==> config.mk <==
export PLATFORM = sky130hd
export DESIGN_NAME = fp16_sum_ctrl
export DESIGN_NICKNAME = d
export VERILOG_FILES = /design/src/rtl/fp16_pkg.sv /design/src/rtl/fp16_sum_ctrl.sv
export SDC_FILE = /design/constraint.sdc
export NUM_CORES = 1
export LEC_CHECK = 0
export ABC_AREA = 1
export CORE_ASPECT_RATIO = 0.6
export CORE_MARGIN = 4
export CORE_UTILIZATION = 40
export DETAILED_ROUTE_END_ITERATION = 10
export MAX_ROUTING_LAYER = met4
export SLEW_MARGIN = 20
export SYNTH_ARGS = -nofsm -noshare
export SYNTH_HDL_FRONTEND = slang
export SYNTH_SLANG_ARGS = --single-unit
==> constraint.sdc <==
create_clock -name clk -period 3.18 [get_ports clk]
set_input_delay 0.795 -clock clk [delete_from_list [all_inputs] [get_ports clk]]
set_output_delay 0.795 -clock clk [all_outputs]
set_load 0.005 [all_outputs]
==> src/rtl/fp16_pkg.sv <==
`default_nettype none
// +----------------------------------------------------------------------+
// | Module      : fp16_pkg                                               |
// | Description : Shared FP16 field positions, word type and the state   |
// |               set of the summation sequencer.                        |
// | Revision    : 1.0 - initial release                                  |
// +----------------------------------------------------------------------+
package fp16_pkg;

    localparam int FP16_SIGN   = 15;
    localparam int FP16_EXP_HI = 14;
    localparam int FP16_EXP_LO = 10;
    localparam int FP16_FRAC_W = 10;

    typedef logic [15:0] fp16_t;

    typedef enum logic [1:0] {
        LOAD  = 2'd0,
        ISSUE = 2'd1,
        WAIT  = 2'd2,
        DONE  = 2'd3
    } sum_state_t;

    // Raw biased exponent field of a half-precision word.
    function automatic logic [4:0] fp16_expo(input fp16_t v);
        return v[FP16_EXP_HI:FP16_EXP_LO];
    endfunction

endpackage
`default_nettype wire

==> src/rtl/fp16_sum_ctrl.sv <==
`default_nettype none
// +----------------------------------------------------------------------+
// | Module      : fp16_sum_ctrl                                          |
// | Description : Buffers one vector of FP16 words, tracks its largest   |
// |               exponent and reduces it through one shared external   |
// |               two-input FP16 adder in the fixed order               |
// |               ((w0+w1)+w2)+...  The sum leaves on a valid/ready port.|
// | Revision    : 1.0 - initial release                                  |
// +----------------------------------------------------------------------+
module fp16_sum_ctrl
    import fp16_pkg::*;
#(
    parameter int NUM_INPUTS = 8,
    parameter int ADD_LAT    = 2
) (
    input  logic        clk,
    input  logic        rst_n,
    input  logic        clear,
    input  logic        in_valid,
    output logic        in_ready,
    input  logic [15:0] in_data,
    output logic        add_valid,
    output logic [15:0] add_a,
    output logic [15:0] add_b,
    input  logic [15:0] add_res,
    output logic        out_valid,
    input  logic        out_ready,
    output logic [15:0] out_data,
    output logic [4:0]  out_max_expo
);

    localparam int c_CNT_W = $clog2(NUM_INPUTS + 1);
    localparam int c_TMR_W = $clog2(ADD_LAT + 1);

    localparam logic [c_CNT_W-1:0] c_LAST    = c_CNT_W'(NUM_INPUTS - 1);
    localparam logic [c_TMR_W-1:0] c_TMR_LD  = c_TMR_W'(ADD_LAT - 1);

    sum_state_t           r_state;
    logic [c_CNT_W-1:0]   r_cnt;
    logic [c_CNT_W-1:0]   r_idx;
    logic [c_TMR_W-1:0]   r_timer;
    fp16_t                r_acc;
    logic [4:0]           r_max_expo;
    fp16_t                r_buf [NUM_INPUTS];

    logic [4:0]           w_in_expo;
    logic                 w_take;
    fp16_t                w_buf_sel;

    assign w_in_expo = fp16_expo(in_data);
    assign w_take    = (r_state == LOAD) && in_valid;

    // Vector storage; contents are only meaningful below r_cnt, so no reset.
    always_ff @(posedge clk) begin
        for (int i = 0; i < NUM_INPUTS; i++) begin
            if (rst_n && !clear && w_take && (r_cnt == c_CNT_W'(i))) begin
                r_buf[i] <= in_data;
            end
        end
    end

    // Operand B selection by the running add index (explicit mux keeps the
    // index width independent of the array depth).
    always_comb begin
        w_buf_sel = '0;
        for (int i = 0; i < NUM_INPUTS; i++) begin
            if (r_idx == c_CNT_W'(i)) begin
                w_buf_sel = r_buf[i];
            end
        end
    end

    // Sequencer: load the vector, then issue/await one add per remaining word.
    always_ff @(posedge clk) begin
        if (!rst_n || clear) begin
            r_state    <= LOAD;
            r_cnt      <= '0;
            r_idx      <= '0;
            r_timer    <= '0;
            r_acc      <= '0;
            r_max_expo <= '0;
        end else begin
            case (r_state)
                LOAD: begin
                    if (in_valid) begin
                        r_cnt <= r_cnt + c_CNT_W'(1);
                        if (r_cnt == '0) begin
                            // First word seeds both the accumulator and the max.
                            r_acc      <= in_data;
                            r_max_expo <= w_in_expo;
                        end else if (w_in_expo > r_max_expo) begin
                            r_max_expo <= w_in_expo;
                        end
                        if (r_cnt == c_LAST) begin
                            r_idx   <= c_CNT_W'(1);
                            r_state <= (NUM_INPUTS == 1) ? DONE : ISSUE;
                        end
                    end
                end
                ISSUE: begin
                    r_timer <= c_TMR_LD;
                    r_state <= WAIT;
                end
                WAIT: begin
                    // Timer reaches zero in the cycle the adder result is valid.
                    if (r_timer == '0) begin
                        r_acc   <= add_res;
                        r_idx   <= r_idx + c_CNT_W'(1);
                        r_state <= (r_idx == c_LAST) ? DONE : ISSUE;
                    end else begin
                        r_timer <= r_timer - c_TMR_W'(1);
                    end
                end
                DONE: begin
                    if (out_ready) begin
                        r_state    <= LOAD;
                        r_cnt      <= '0;
                        r_idx      <= '0;
                        r_max_expo <= '0;
                    end
                end
                default: r_state <= LOAD;
            endcase
        end
    end

    // Outputs decoded from registered state only; idle fields are forced to 0.
    always_comb begin
        in_ready     = (r_state == LOAD);
        add_valid    = (r_state == ISSUE);
        add_a        = (r_state == ISSUE) ? r_acc     : 16'h0000;
        add_b        = (r_state == ISSUE) ? w_buf_sel : 16'h0000;
        out_valid    = (r_state == DONE);
        out_data     = (r_state == DONE) ? r_acc      : 16'h0000;
        out_max_expo = (r_state == DONE) ? r_max_expo : 5'd0;
    end

endmodule
`default_nettype wire

======== After elaboration in Yosys (flattened, before gate mapping) ========
Memories as Yosys holds them, arrays and structs flattened.
Index checks and enable logic that the tools add are counted.
W data, S select, Z words.
word-level totals
  memories kept ........................... 1
  word-level logic and storage cells ...... 143
  output and inout port bits .............. 56
  flip-flop bits (word level) ............. 33
  RAM bits ................................ 128
memory list
  name   depth  width  rd ports  clocked after memory_dff  write ports  RTL line             RTL
  r_buf  8      16     8         0                         1            fp16_sum_ctrl.sv:44  fp16_t r_buf [NUM_INPUTS];
operators by class
  add/sub/neg operators ................... 3
  muxes and demuxes ....................... 73
  $lt $le $gt $ge ......................... 1
  eq/ne operators ......................... 24
  reductions and logical operators ........ 35
operator list
  kind                   count
  $mux W16               21
  $reduce_or A16 Y1      7
  $eq A4 B3 Y1 const B   8
  $pmux W16 S2           1
  $mux W5                5
  $mux W1                23
  $mux W3                7
  $mux W4                5
  $eq A4 B2 Y1 const B   4
  $mux W2                6
  $pmux W4 S3            1
  $reduce_and A4 Y1      3
  $logic_and A1 B1 Y1    11
  $pmux W5 S2            1
  $add A4 B1 Y4 const B  2
  $eq A4 B1 Y1 const B   2
  $logic_not A4 Y1       2
  $pmux W2 S4            1
  $pmux W4 S2            1
  $ne A2 B1 Y1 const B   3
  $ne A2 B2 Y1 const B   3
  $reduce_bool A2 Y1     3
  $gt A5 B5 Y1           1
  $reduce_and A5 Y1      1
  other kinds (11)       14

======== Logic depth before layout (Yosys ltp) ========
  word-level depth ........................ 14
  depth in mapped cells ................... 11
  gate-level depth less buffers ........... 11

======== Worst setup path after synthesis ========
No wires, ideal clock.
  path type ............................... input -> register
  from .................................... in rst_n
  to ...................................... mem r_buf[1][0] (netlist bit), enable pin
  arrival time ............................ 2746 ps
  path buffers ............................ 1
  required time ........................... 2767 ps
  setup slack ............................. 21 ps
  library setup time ...................... 413 ps
  cell stages on the path ................. 6
  cells stage by stage .................... inv_1 -> or2_1 -> clkbuf_1 -> inv_2 -> nand3_1 -> nor3b_1
between the ends
  word-level cells in the longest chain between the ends .. 13
  elaborated cells on any way between the ends .. 47
RTL lines
  what                                                               RTL line             RTL
  start: declaration                                                 fp16_sum_ctrl.sv:17  input logic rst_n,
  $logic_and A1 B1 Y1 * (2 in series)                                fp16_sum_ctrl.sv:56  if (rst_n && !clear && w_take && (r_cnt == c_CNT_W'(i))) begin
  $logic_and A1 B1 Y1                                                fp16_sum_ctrl.sv:56
  $mux W1                                                            fp16_sum_ctrl.sv:56
  $mux W1 (implied by the code)                                      fp16_sum_ctrl.sv:57  r_buf[i] <= in_data;
  $reduce_or A16 Y1 (no source line)                                 -
  $mux W3 (no source line) or $mux W1 (tied branches) (7 in series)  -
  end: declaration                                                   fp16_sum_ctrl.sv:44
Mark *: on every way between the ends. The rest lies on a longest branch, timed or not.

======== Worst setup path after layout ========
  from .................................... reg r_idx[1]
  to ...................................... out add_b[11]
between the ends
  word-level cells in the longest chain between the ends .. 10
  elaborated cells on any way between the ends .. 17
RTL lines
  what                      RTL line              RTL
  start: declaration        fp16_sum_ctrl.sv:40   logic [c_CNT_W-1:0] r_idx;
  start signal: assignment  fp16_sum_ctrl.sv:95   r_idx <= c_CNT_W'(1);
  start signal: assignment  fp16_sum_ctrl.sv:108  r_idx <= r_idx + c_CNT_W'(1);
  $logic_not A4 Y1          fp16_sum_ctrl.sv:67   if (r_idx == c_CNT_W'(i)) begin
  $mux W16 (7 in series)    fp16_sum_ctrl.sv:67
  $mux W16 *                fp16_sum_ctrl.sv:67
  $mux W16 *                fp16_sum_ctrl.sv:132  add_b = (r_state == ISSUE) ? w_buf_sel : 16'h0000;
  end: declaration          fp16_sum_ctrl.sv:24   output logic [15:0] add_b,
Marks and branches as above.

==> results.md <==
- Clock Skews: between 0.008 and 0.009 ns
- Largest net degree at the start of global routing: 35
- CTS Root Cell: clkbuf_16
- Placed Area: approximately 9000 sq um
- Register area: 4510 sq um
- Longest Clk Path Bufs: 2
- Syn Inst Count: roughly 830
- WP data arrival: 2.25 ns
- DIE HEIGHT: about 110 microns
- Hold Vio Cnt, Final: 0
- CP startpoint kind: flop
- Initial antenna violation count: 0
- GR Overflow Total: 0
- Number of global-route vias before repair: between 5k and 6k
- Design Area, Final: between 9000 and 10000 sq um
- Clk slew on worst S/H paths: approximately 0.070 ns
- Tightest Pin Transition: 0.719 ns
- RSZ-0062 raised after global routing: no
- Via count: a little under 6k
- Cell Pwr Density: roughly 480 nW/um^2
- FF-to-FF Start: r_state[0]
- Final setup fails: 0
- Yosys cell types: 33
- Clock net sink count: 161
- Worst-skew pair later-pin latency: roughly 0.43 ns
- First-pass GRT wire length: 32900 microns
- Area of the multi-input gates: 2450 sq um
- Max Clk Rate: about 0.33 GHz
- Routed wire length per instance: roughly 18 microns
- Critical path fanouts, max: 16
- Crit path capture: add_b[11]
- Maximum vdd ir drop: 353 uV
- Drt total wl: between 20000 and 25000 microns
- Die W: 186 microns
- Nets: around 980
- Crit path from: r_idx[1]
- Drt pass-1 iters: 5
- PortBufs: 92
- RR Endpoint: r_idx[1]
- Max cap viols: 0
- R2R depth: 8
- FF+latch count, synth: 161
- Synthesis-to-finish area growth: 26.7%
- Crit path kind: flop to primary output
- Share of post-route cells with drive strength above 1: 0.0955
- YS warnings: 0
- Core Rows: 38
- Min cycle time layout: around 3.0 ns
- Gp weighted congestion: 0.801
- Total power: approximately 4.6 mW
- Total core area: roughly 18000 sq um
- Post-Syn Nets: ~900
- Initial core utilization: 0.415
- Post-synthesis sequential area ratio: 0.592
- Avg Cell Area, Syn: 9.18 sq um
- Leakage: a little over 4 nW
- Antenna Nets Post-Route: 0
- Most frequent cells in the layout: 168 x nand2_1, 132 x inv_1, 128 x edfxtp_1, 91 x nand3_1, 76 x clkdlybuf4s50_1
- Die footprint: roughly 21000 sq um
- Slew HR: 0.520
- Worst hold path class: flop to flop
- R2R setup slack: 1.06 ns
- Outcome: completed
- Fin crit share: 0.957
- # diodes: 0
- GRT Total Usage: 0.213
- Req. time, crit path: approximately 2.4 ns
- Placed cell count: between 1k and 1.5k
- # DRC: 0
- 1st-iter DRT viols: 605
- # fillers: between 1.5k and 2k
- DR vias/cell: approximately 5.0
- Setup Total Neg Slack: 0 ns
- Synthesized cell area: ~7600 sq um
- Ports: slightly above 90
- Critical Path Sink Type: primary output
- Commonest non-fill, non-tap cell in the layout: nand2_1
- Slew Viols, Final: 0
- CTS Buf Count: 17
- # H-tree levels: 4
- HPWL after DPL: around 14000 microns
- HP Start: r_timer[1]
- Cell Count, Final, Fillers Out: around 1.2k
- CTS tree: yes
## layout make-up
type,count,area share
Clock buffer,17,0.0441
Clock inverter,15,0.0183
Inverter,137,0.0535
Multi-Input combinational cell,489,0.254
Sequential cell,161,0.468
Tap cell,240,0.0311
Timing Repair Buffer,123,0.131
## synthesized netlist by cell type, drive strengths merged
| cell type | number | area, sq um |
|---|---|---|
| nand2 | 171 | 652 |
| inv | 135 | 507 |
| edfxtp | 128 | 3840 |
| nand3 | 93 | 465 |
| nor2 | 64 | 250 |
| o21ai | 56 | 280 |
| a21oi | 34 | 174 |
| dfxtp | 33 | 661 |
| buf | 25 | 144 |
| ha | 18 | 225 |
| or2 | 18 | 113 |
| clkbuf | 17 | 63.8 |
| a31oi | 16 | 100 |
| nor3 | 8 | 40.0 |
| nor3b | 3 | 22.5 |
| xor2 | 3 | 26.3 |
| a211oi | 2 | 15.0 |
| clkinv | 2 | 8.75 |
| and3 | 1 | 6.26 |
| nand4 | 1 | 6.26 |
| o211ai | 1 | 7.51 |
## sequential cells by signal, summed over array words and instances (netlist names)
| signal | cells |
|---|---|
| r_acc | 16 |
| r_buf | 128 |
| r_cnt | 4 |
| r_idx | 4 |
| r_max_expo | 5 |
| r_state | 2 |
| r_timer | 2 |
## repair_timing
| item | 4_1_cts | 5_1_grt |
|---|---|---|
| hold buffers | 0 | 0 |
| setup buffers | 0 | 0 |
| gates cloned | 2 | 0 |
| resized for setup | 27 | 4 |
| endpoints found under the hold margin | 0 | 0 |
| pin swaps | 1 | 0 |
| setup endpoints to repair | 16 | 2 |
## how the worst min path moves through the flow
stage / slack (ns) / depth (start not counted) / end
2_1_floorplan: 0.43 / 2 / r_timer[1]
3_3_place_gp: 0.45 / 2 / r_timer[1]
3_5_place_dp: 0.47 / 2 / r_timer[1]
4_1_cts: 0.48 / 2 / r_timer[1]
5_1_grt: 0.50 / 2 / r_timer[1]
6_report: 0.47 / 2 / r_timer[1]
## critical path: stages, from the launching register on
cell           delay (ns)
dfxtp_2              0.34
inv_1                0.08
ha_2                 0.23
nand3_4              0.12
bufbuf_16            0.32
o21ai_0              0.08
inv_1                0.07
nand3_1              0.12
nand2_1              0.06
a21oi_1              0.12
dlygate4sd2_1        0.27
## through the flow
| step | util | hold WS, ns | setup WS (ns) |
|---|---|---|---|
| floorplan | - | 0.431 | 0.0210 |
| global placement | 0.488 | 0.446 | 0.278 |
| detailed placement | 0.488 | 0.466 | 0.242 |
| CTS | 0.526 | 0.475 | 0.0680 |
| global route | 0.525 | 0.505 | 0.00472 |
| finish | 0.525 | 0.474 | 0.138 |
## power breakdown
group          total, mW  internal, mW  switching, mW  leakage [nW]
Sequential          2.31          2.29         0.0177          1.42
Combinational      0.203        0.0807          0.122          2.35
Clock               2.08          1.18          0.895         0.293
Total               4.59          3.56           1.03          4.06
## per-layer routing
metal,GRT usage,share of wire
met1,0.343,0.52
met2,0.260,0.37
met3,0.0617,0.096
met4,0.0403,0.0094
met5,-,0
## kinds of logic (layout without fill, tap and decap cells)
kind of cell	after synthesis	count (layout)	share of synthesized area
AO/OA/AOI/OAI	109	109	0.0758
AND/OR/NAND/NOR	359	359	0.204
XOR/XNOR	3	3	0.00345
flip-flops	161	161	0.592
adder cells (fa/ha/maj)	18	18	0.0296
buffers and inverters	179	292	0.0950
(Power assumes the default switching activity.)
